===== src/rtl/loader_pkg.sv =====
// Shared types and constants for the boot-time program loader.
// The optional checksum stage (LOADER_CHECKSUM_EN) adds the CHK state to the enum.
package loader_pkg;
   localparam int DEPTH_DEF      = 256;
   localparam int BYTES_PER_WORD = 4;

   typedef enum logic [2:0] {
      IDLE,
      LEN0,
      LEN1,
      DATA,
      WRITE,
`ifdef LOADER_CHECKSUM_EN
      CHK,
`endif
      DONE,
      ERR
   } state_t;
endpackage


===== src/rtl/prog_loader_if.sv =====
// Byte-stream input, instruction-memory write port and status lines of the loader.
interface prog_loader_if #(parameter int AW = 32);
   logic          start;
   logic [7:0]    rx_data;
   logic          rx_valid;
   logic          rx_ready;
   logic          imem_we;
   logic [AW-1:0] imem_addr;
   logic [31:0]   imem_wdata;
   logic          cpu_hold;
   logic          busy;
   logic          done;
   logic          err;

   modport slave (
      input  start, rx_data, rx_valid,
      output rx_ready, imem_we, imem_addr, imem_wdata, cpu_hold, busy, done, err
   );

   modport master (
      output start, rx_data, rx_valid,
      input  rx_ready, imem_we, imem_addr, imem_wdata, cpu_hold, busy, done, err
   );
endinterface


===== src/rtl/prog_loader_word_assembler.sv =====
// Shifts accepted bytes into a little-endian word; word_ready_o pulses with the last byte.
// word_o is the complete word in that same cycle (current byte merged combinationally).
module word_assembler
   import loader_pkg::*;
(
   input  logic        clk,
   input  logic        rst,
   input  logic        clear_i,
   input  logic        byte_en_i,
   input  logic [7:0]  byte_i,
   output logic [31:0] word_o,
   output logic        word_ready_o
);
   localparam int CW = $clog2(BYTES_PER_WORD);

   logic [CW-1:0] cnt_q;
   logic [31:0]   word_q;

   // Newest byte enters at the top, so the first byte ends up in bits 7:0.
   assign word_o       = {byte_i, word_q[31:8]};
   assign word_ready_o = byte_en_i && (cnt_q == CW'(BYTES_PER_WORD - 1));

   always_ff @(posedge clk or negedge rst) begin
      if (!rst) begin
         cnt_q  <= '0;
         word_q <= '0;
      end else if (clear_i) begin
         cnt_q  <= '0;
      end else if (byte_en_i) begin
         cnt_q  <= cnt_q + 1'b1;
         word_q <= word_o;
      end
   end
endmodule


===== src/rtl/prog_loader.sv =====
// Loads a length-prefixed byte stream into instruction memory while holding the CPU in reset.
// Define LOADER_CHECKSUM_EN to require a trailing XOR checksum byte before DONE.
module prog_loader
   import loader_pkg::*;
#(
   parameter int DEPTH = DEPTH_DEF,
   parameter int AW    = 32
)(
   input  logic            clk,
   input  logic            rst,
   prog_loader_if.slave    bus
);
   localparam int IW = $clog2(DEPTH + 1);

   state_t         state_q, state_d;
   logic [15:0]    n_q, n_d;
   logic [IW-1:0]  idx_q, idx_d;
   logic           we_q;
   logic [AW-1:0]  addr_q;
   logic [31:0]    wdata_q;
   logic           restart, byte_en, word_ready, xfer, chk_ok;
   logic [31:0]    word_full;

   always_comb begin
      bus.rx_ready = (state_q == LEN0) || (state_q == LEN1) || (state_q == DATA);
`ifdef LOADER_CHECKSUM_EN
      if (state_q == CHK) bus.rx_ready = 1'b1;
`endif
   end

   assign xfer           = bus.rx_valid & bus.rx_ready;
   assign byte_en        = xfer && (state_q == DATA);
   assign bus.imem_we    = we_q;
   assign bus.imem_addr  = addr_q;
   assign bus.imem_wdata = wdata_q;
   assign bus.cpu_hold   = (state_q != DONE);
   assign bus.busy       = bus.rx_ready || (state_q == WRITE);
   assign bus.done       = (state_q == DONE);
   assign bus.err        = (state_q == ERR);

`ifdef LOADER_CHECKSUM_EN
   logic [7:0] chk_q;
   assign chk_ok = (bus.rx_data == chk_q);
   always_ff @(posedge clk or negedge rst) begin
      if (!rst)         chk_q <= '0;
      else if (restart) chk_q <= '0;
      else if (byte_en) chk_q <= chk_q ^ bus.rx_data;
   end
`else
   assign chk_ok = 1'b1;
`endif

   word_assembler u_asm (
      .clk          (clk),
      .rst          (rst),
      .clear_i      (restart),
      .byte_en_i    (byte_en),
      .byte_i       (bus.rx_data),
      .word_o       (word_full),
      .word_ready_o (word_ready)
   );

   always_comb begin
      state_d = state_q;
      n_d     = n_q;
      idx_d   = idx_q;
      restart = 1'b0;
      case (state_q)
         IDLE, DONE, ERR: if (bus.start) begin
            state_d = LEN0;
            idx_d   = '0;
            restart = 1'b1;
         end
         LEN0: if (xfer) begin
            n_d[7:0] = bus.rx_data;
            state_d  = LEN1;
         end
         LEN1: if (xfer) begin
            n_d[15:8] = bus.rx_data;
            if (n_d == 16'd0)              state_d = DONE;
            else if (32'(n_d) > 32'(DEPTH)) state_d = ERR;
            else                           state_d = DATA;
         end
         DATA: if (word_ready) state_d = WRITE;
         WRITE: begin
            idx_d = idx_q + 1'b1;
            if (16'(idx_d) == n_q) begin
`ifdef LOADER_CHECKSUM_EN
               state_d = CHK;
`else
               state_d = DONE;
`endif
            end else begin
               state_d = DATA;
            end
         end
`ifdef LOADER_CHECKSUM_EN
         CHK: if (xfer) state_d = chk_ok ? DONE : ERR;
`endif
         default: state_d = IDLE;
      endcase
   end

   // Write port registers load on the last byte so they are valid throughout WRITE.
   always_ff @(posedge clk or negedge rst) begin
      if (!rst) begin
         state_q <= IDLE;
         n_q     <= '0;
         idx_q   <= '0;
         we_q    <= 1'b0;
         addr_q  <= '0;
         wdata_q <= '0;
      end else begin
         state_q <= state_d;
         n_q     <= n_d;
         idx_q   <= idx_d;
         we_q    <= word_ready;
         if (word_ready) begin
            addr_q  <= AW'({idx_q, 2'b00});
            wdata_q <= word_full;
         end
      end
   end

   logic unused_ok;
   assign unused_ok = chk_ok;
endmodule


===== src/flat_wrapper.sv =====
// flat-port wrapper written by rule: the top's interface ports become plain ports
module prog_loader_flat import loader_pkg::*;
#(
   parameter int DEPTH = DEPTH_DEF,
   parameter int AW    = 32
)
  (clk, rst, bus_start, bus_rx_data, bus_rx_valid, bus_rx_ready, bus_imem_we, bus_imem_addr, bus_imem_wdata, bus_cpu_hold, bus_busy, bus_done, bus_err);
  prog_loader_if #(.AW(AW)) bus_i ();
  input  logic clk;
  input  logic rst;
  input wire logic [$bits(bus_i.start)-1:0] bus_start;
  input wire logic [$bits(bus_i.rx_data)-1:0] bus_rx_data;
  input wire logic [$bits(bus_i.rx_valid)-1:0] bus_rx_valid;
  output wire logic [$bits(bus_i.rx_ready)-1:0] bus_rx_ready;
  output wire logic [$bits(bus_i.imem_we)-1:0] bus_imem_we;
  output wire logic [$bits(bus_i.imem_addr)-1:0] bus_imem_addr;
  output wire logic [$bits(bus_i.imem_wdata)-1:0] bus_imem_wdata;
  output wire logic [$bits(bus_i.cpu_hold)-1:0] bus_cpu_hold;
  output wire logic [$bits(bus_i.busy)-1:0] bus_busy;
  output wire logic [$bits(bus_i.done)-1:0] bus_done;
  output wire logic [$bits(bus_i.err)-1:0] bus_err;
  assign bus_i.start = bus_start;
  assign bus_i.rx_data = bus_rx_data;
  assign bus_i.rx_valid = bus_rx_valid;
  assign bus_rx_ready = bus_i.rx_ready;
  assign bus_imem_we = bus_i.imem_we;
  assign bus_imem_addr = bus_i.imem_addr;
  assign bus_imem_wdata = bus_i.imem_wdata;
  assign bus_cpu_hold = bus_i.cpu_hold;
  assign bus_busy = bus_i.busy;
  assign bus_done = bus_i.done;
  assign bus_err = bus_i.err;
  prog_loader #(.DEPTH(DEPTH), .AW(AW)) u_core (.clk(clk), .rst(rst), .bus(bus_i));
endmodule

===== config.mk =====
export PLATFORM = sky130hd
export DESIGN_NAME = prog_loader_flat
export DESIGN_NICKNAME = d
export VERILOG_FILES = /design/src/rtl/loader_pkg.sv /design/src/rtl/prog_loader_if.sv /design/src/rtl/prog_loader_word_assembler.sv /design/src/rtl/prog_loader.sv /design/src/flat_wrapper.sv
export SDC_FILE = /design/constraint.sdc
export NUM_CORES = 1
export LEC_CHECK = 0
export CORE_ASPECT_RATIO = 0.75
export CORE_UTILIZATION = 35
export DETAILED_ROUTE_END_ITERATION = 7
export GPL_ROUTABILITY_DRIVEN = 0
export PLACE_DENSITY = 0.62
export SYNTH_ARGS = -nofsm -noshare
export SYNTH_HDL_FRONTEND = slang
export SYNTH_SLANG_ARGS = --single-unit

===== constraint.sdc =====
create_clock -name clk -period 2.1 [get_ports clk]
set_input_delay 0.42 -clock clk [delete_from_list [all_inputs] [get_ports clk]]
set_output_delay 0.42 -clock clk [all_outputs]
set_load 0.1 [all_outputs]

==> impl_metrics.yaml, run 1 <==
setup_path:
  worstSetupEndpointType: "register"
  worstPathRequired_ns: 2.33
  cpLargestDelayFamily: "simple AND/OR/NAND/NOR gates"
  critPathMaxStageDelay_ns: 0.61
  crit_buf_inv: 1
  setup.worst_path.start_class: "input pin"
  worstSetupPathType: "input pin to register"
  cp_cell_sequence: "clkdlybuf4s50_1, or4_1, nor4_2, nor4b_2, or4_1, o311ai_1, and2_1"
  cpMostUsedCell: "or4_1"
  cp_slowest_cell: "or4_1"
  crit_fanout: 2
  arrival_ns: 2.33
sta:
  fmax_mhz: 477
  hold_viol_final: 0
  tightestPinTransition_ns: 0.525
  min_period_ns: 2.10
  finClkSkew_ns: 0.00933
  slew-limit-headroom: 0.650
  timing.final.crit_share: 0.998
  setup-violations-final: 0
  rsz0062_at_grt: "yes"
  final_max_slew_viol_count: 0
synth:
  ys_async_sr_fraction: 1.00
  synth_edf_count: 0
  synth_cell_types: 46
  yosysTopAreaCell: "dfrtp_1"
  synth_top_area_share: 0.554
  yosysWarnings: 0
  yosysSeqAreaShare: 0.554
  ys_ff_latch: 96
  syn_inst: 432
  ys_top_cells_by_count: "157 x nand2_1, 96 x dfrtp_1, 33 x mux2_2"
  synth_area_per_cell_um2: 10.0
  ys.flop_type: "dfrtp_1"
  synthesis.area_mm2: 0.00434
  synth.most_common_cell: "nand2_1"
  yosys-top-cells-area: "dfrtp_1 55%, nand2_1 14%, mux2_2 8.6%"
clock_tree:
  root_buffer: "clkbuf_16"
  cts_tree: "built"
  clkSinkCount: 96
  max-clock-path-buffers: 2
  clkTransAtPathRegs_ns: 0.07
  cts_made_buffers: 9
  clk_latency_ns: 0.34
  cts_setup_buffers: 0
  ctsHtreeMaxLevel: 3
pwr:
  finalPower_uw: 7040
  power_density_mw_per_mm2: 1280
  p_leak_uw: 0.00278
  ir_worst_vdd_v: 0.000663
floorplanning:
  die_w_um: 131
  initial_core_util: 0.367
  core_area_mm2: 0.0118
  die_y_um: 98.4
  placementRows: 34
  die_area_mm2: 0.0128
  pin_count: 82
global_routing:
  grt_max_degree: 41
  grt_first_pass_wirelength_um: 15800
  grt_pass1_vias: 3066
  antenna_found_initial: 0
  grtUsageTotal: 0.161
  grt_overflow: 0
finish:
  fin_util: 0.464
  syn2layout_area_growth_pct: 26.5
  final_area_mm2: 0.00549
  layout.nets: 526
  antennaDiodeCount: 0
  fillCellCount: 1159
  drive_above_1_share: 0.277
detailed_routing:
  viasPerCell: 4.67
  postRouteAntennaNets: 0
  wl_per_cell_um: 14.3
  vias: 3171
  first_iter_violations: 166
  wl_um: 9690
  drcViolationCount: 0
  dr.pass1.iters: 5
hold_path:
  holdCritPathClass: "input pin to asynchronous set/reset pin"
placed_design:
  postPlaceCellArea_mm2: 0.00519
  portBuffers: 58
  hpwl_um: 6880
run_status:
  status: "finished, final reports clean"
job:
  maxCapViolations: 0
[logic make-up after synthesis]
logic type	synth area share
DFF	0.554
other	0.000864
buffers and inverters	0.0695
AOI/OAI and AO/OA	0.0490
and+or+nand+nor	0.196
muxes	0.0857
adders and majority gates	0.00577
xor gates and xnor gates	0.0392
[path summary, 6_finish.rpt]
kind / slack, ns / cells after the start / start / endpoint
setup / recovery: 0.004 / 7 / bus_rx_data[5] / u_core.state_q[2]$_DFFE_PN0P_
hold / removal: 0.06 / 1 / rst / u_core.u_asm.word_q[11]$_DFFE_PN0P_
setup reg to reg: 0.10 / 7 / u_core.idx_q[1]$_DFFE_PN0P_ / u_core.state_q[2]$_DFFE_PN0P_
hold reg to reg: 0.47 / 2 / u_core.u_asm.word_q[13]$_DFFE_PN0P_ / u_core.bus.imem_wdata[5]$_DFFE_PN0P_
max in group asynchronous: 1.35 / 2 / rst / u_core.state_q[2]$_DFFE_PN0P_
min in group clk: 0.47 / 2 / u_core.u_asm.word_q[13]$_DFFE_PN0P_ / u_core.bus.imem_wdata[5]$_DFFE_PN0P_
[where the power goes]
group	internal (uW)	switching, uW
combinational	980	1780
clock	839	686
sequential	2360	390
total	4180	2860
[routing by layer]
layer / track usage / wire [um] / part of all wire / up-vias
met4: 0.0504 / 82 / 0.0085 / 0
met2: 0.230 / 4300 / 0.44 / 79
met1: 0.238 / 4900 / 0.51 / 1548
li1: - / - / - / 1538
met3: 0.0407 / 411 / 0.042 / 6
met5: 0 / 0 / 0 / -
[layout by cell type (no fill, tap or decap), types with 7 or more instances in the layout]
| cell | n |
|---|---|
| mux2_2 | 33 |
| buf_4 | 72 |
| xnor2_1 | 7 |
| dfrtp_1 | 94 |
| buf_12 | 9 |
| conb_1 | 23 |
| nand2_1 | 157 |
| o21ai_0 | 13 |
| clkbuf_16 | 9 |
| clkdlybuf4s50_1 | 10 |
[cell type report]
| cell class | instances | area (um^2) | share of cell area |
|---|---|---|---|
| Inverter | 7 | 30.0 | 0.00547 |
| Timing Repair Buffer | 91 | 821 | 0.150 |
| Clock inverter | 4 | 28.8 | 0.00524 |
| Clock buffer | 12 | 246 | 0.0449 |
| Tap cell | 162 | 203 | 0.0369 |
| Multi-Input combinational cell | 307 | 1750 | 0.320 |
| Sequential cell | 96 | 2400 | 0.438 |
[per-stage QoR]
step                      hold slack [ns]  instances  setup WS, ns  setup TNS (ns)
after floorplan                     0.124        454        -0.523           -4.31
after global placement              0.429        663        -0.321          -0.677
after detailed placement            0.435        663        -0.323          -0.742
after CTS                          0.0650        679        0.0217               0
after global routing               0.0835        679       -0.0869         -0.0879
final                              0.0573        679       0.00426               0
[state kept, by name, indices dropped and copies added (netlist names)]
signal / count
u_core.bus.imem_we: 1
u_core.state_q: 3
u_core.u_asm.cnt_q: 2
u_core.u_asm.word_q: 24
u_core.bus.imem_wdata: 32
u_core.n_q: 16
u_core.bus.imem_addr: 9
u_core.idx_q: 9
[timing repair]
item / 4_1_cts / 5_1_grt
pin swaps: 0 / 1
hold buffers: 0 / 0
gates cloned: 0 / 0
resized for setup: 1 / 6
endpoints found under the setup margin: 1 / 5
No activity file was read; power rests on OpenSTA's default activity.
==> inputs of run 2 (changes only) <==
- ABC_CLOCK_PERIOD_IN_PS: default -> 2100
- GPL_ROUTABILITY_DRIVEN: 0 -> default
==> results of run 2 <==
The final DEF is identical to that of run 1; final timing and power are the same.
==> inputs of run 3 (changes only) <==
- SLEW_MARGIN: default -> 15
==> results of run 3 <==
The final DEF is identical to that of run 1; final timing and power are the same.
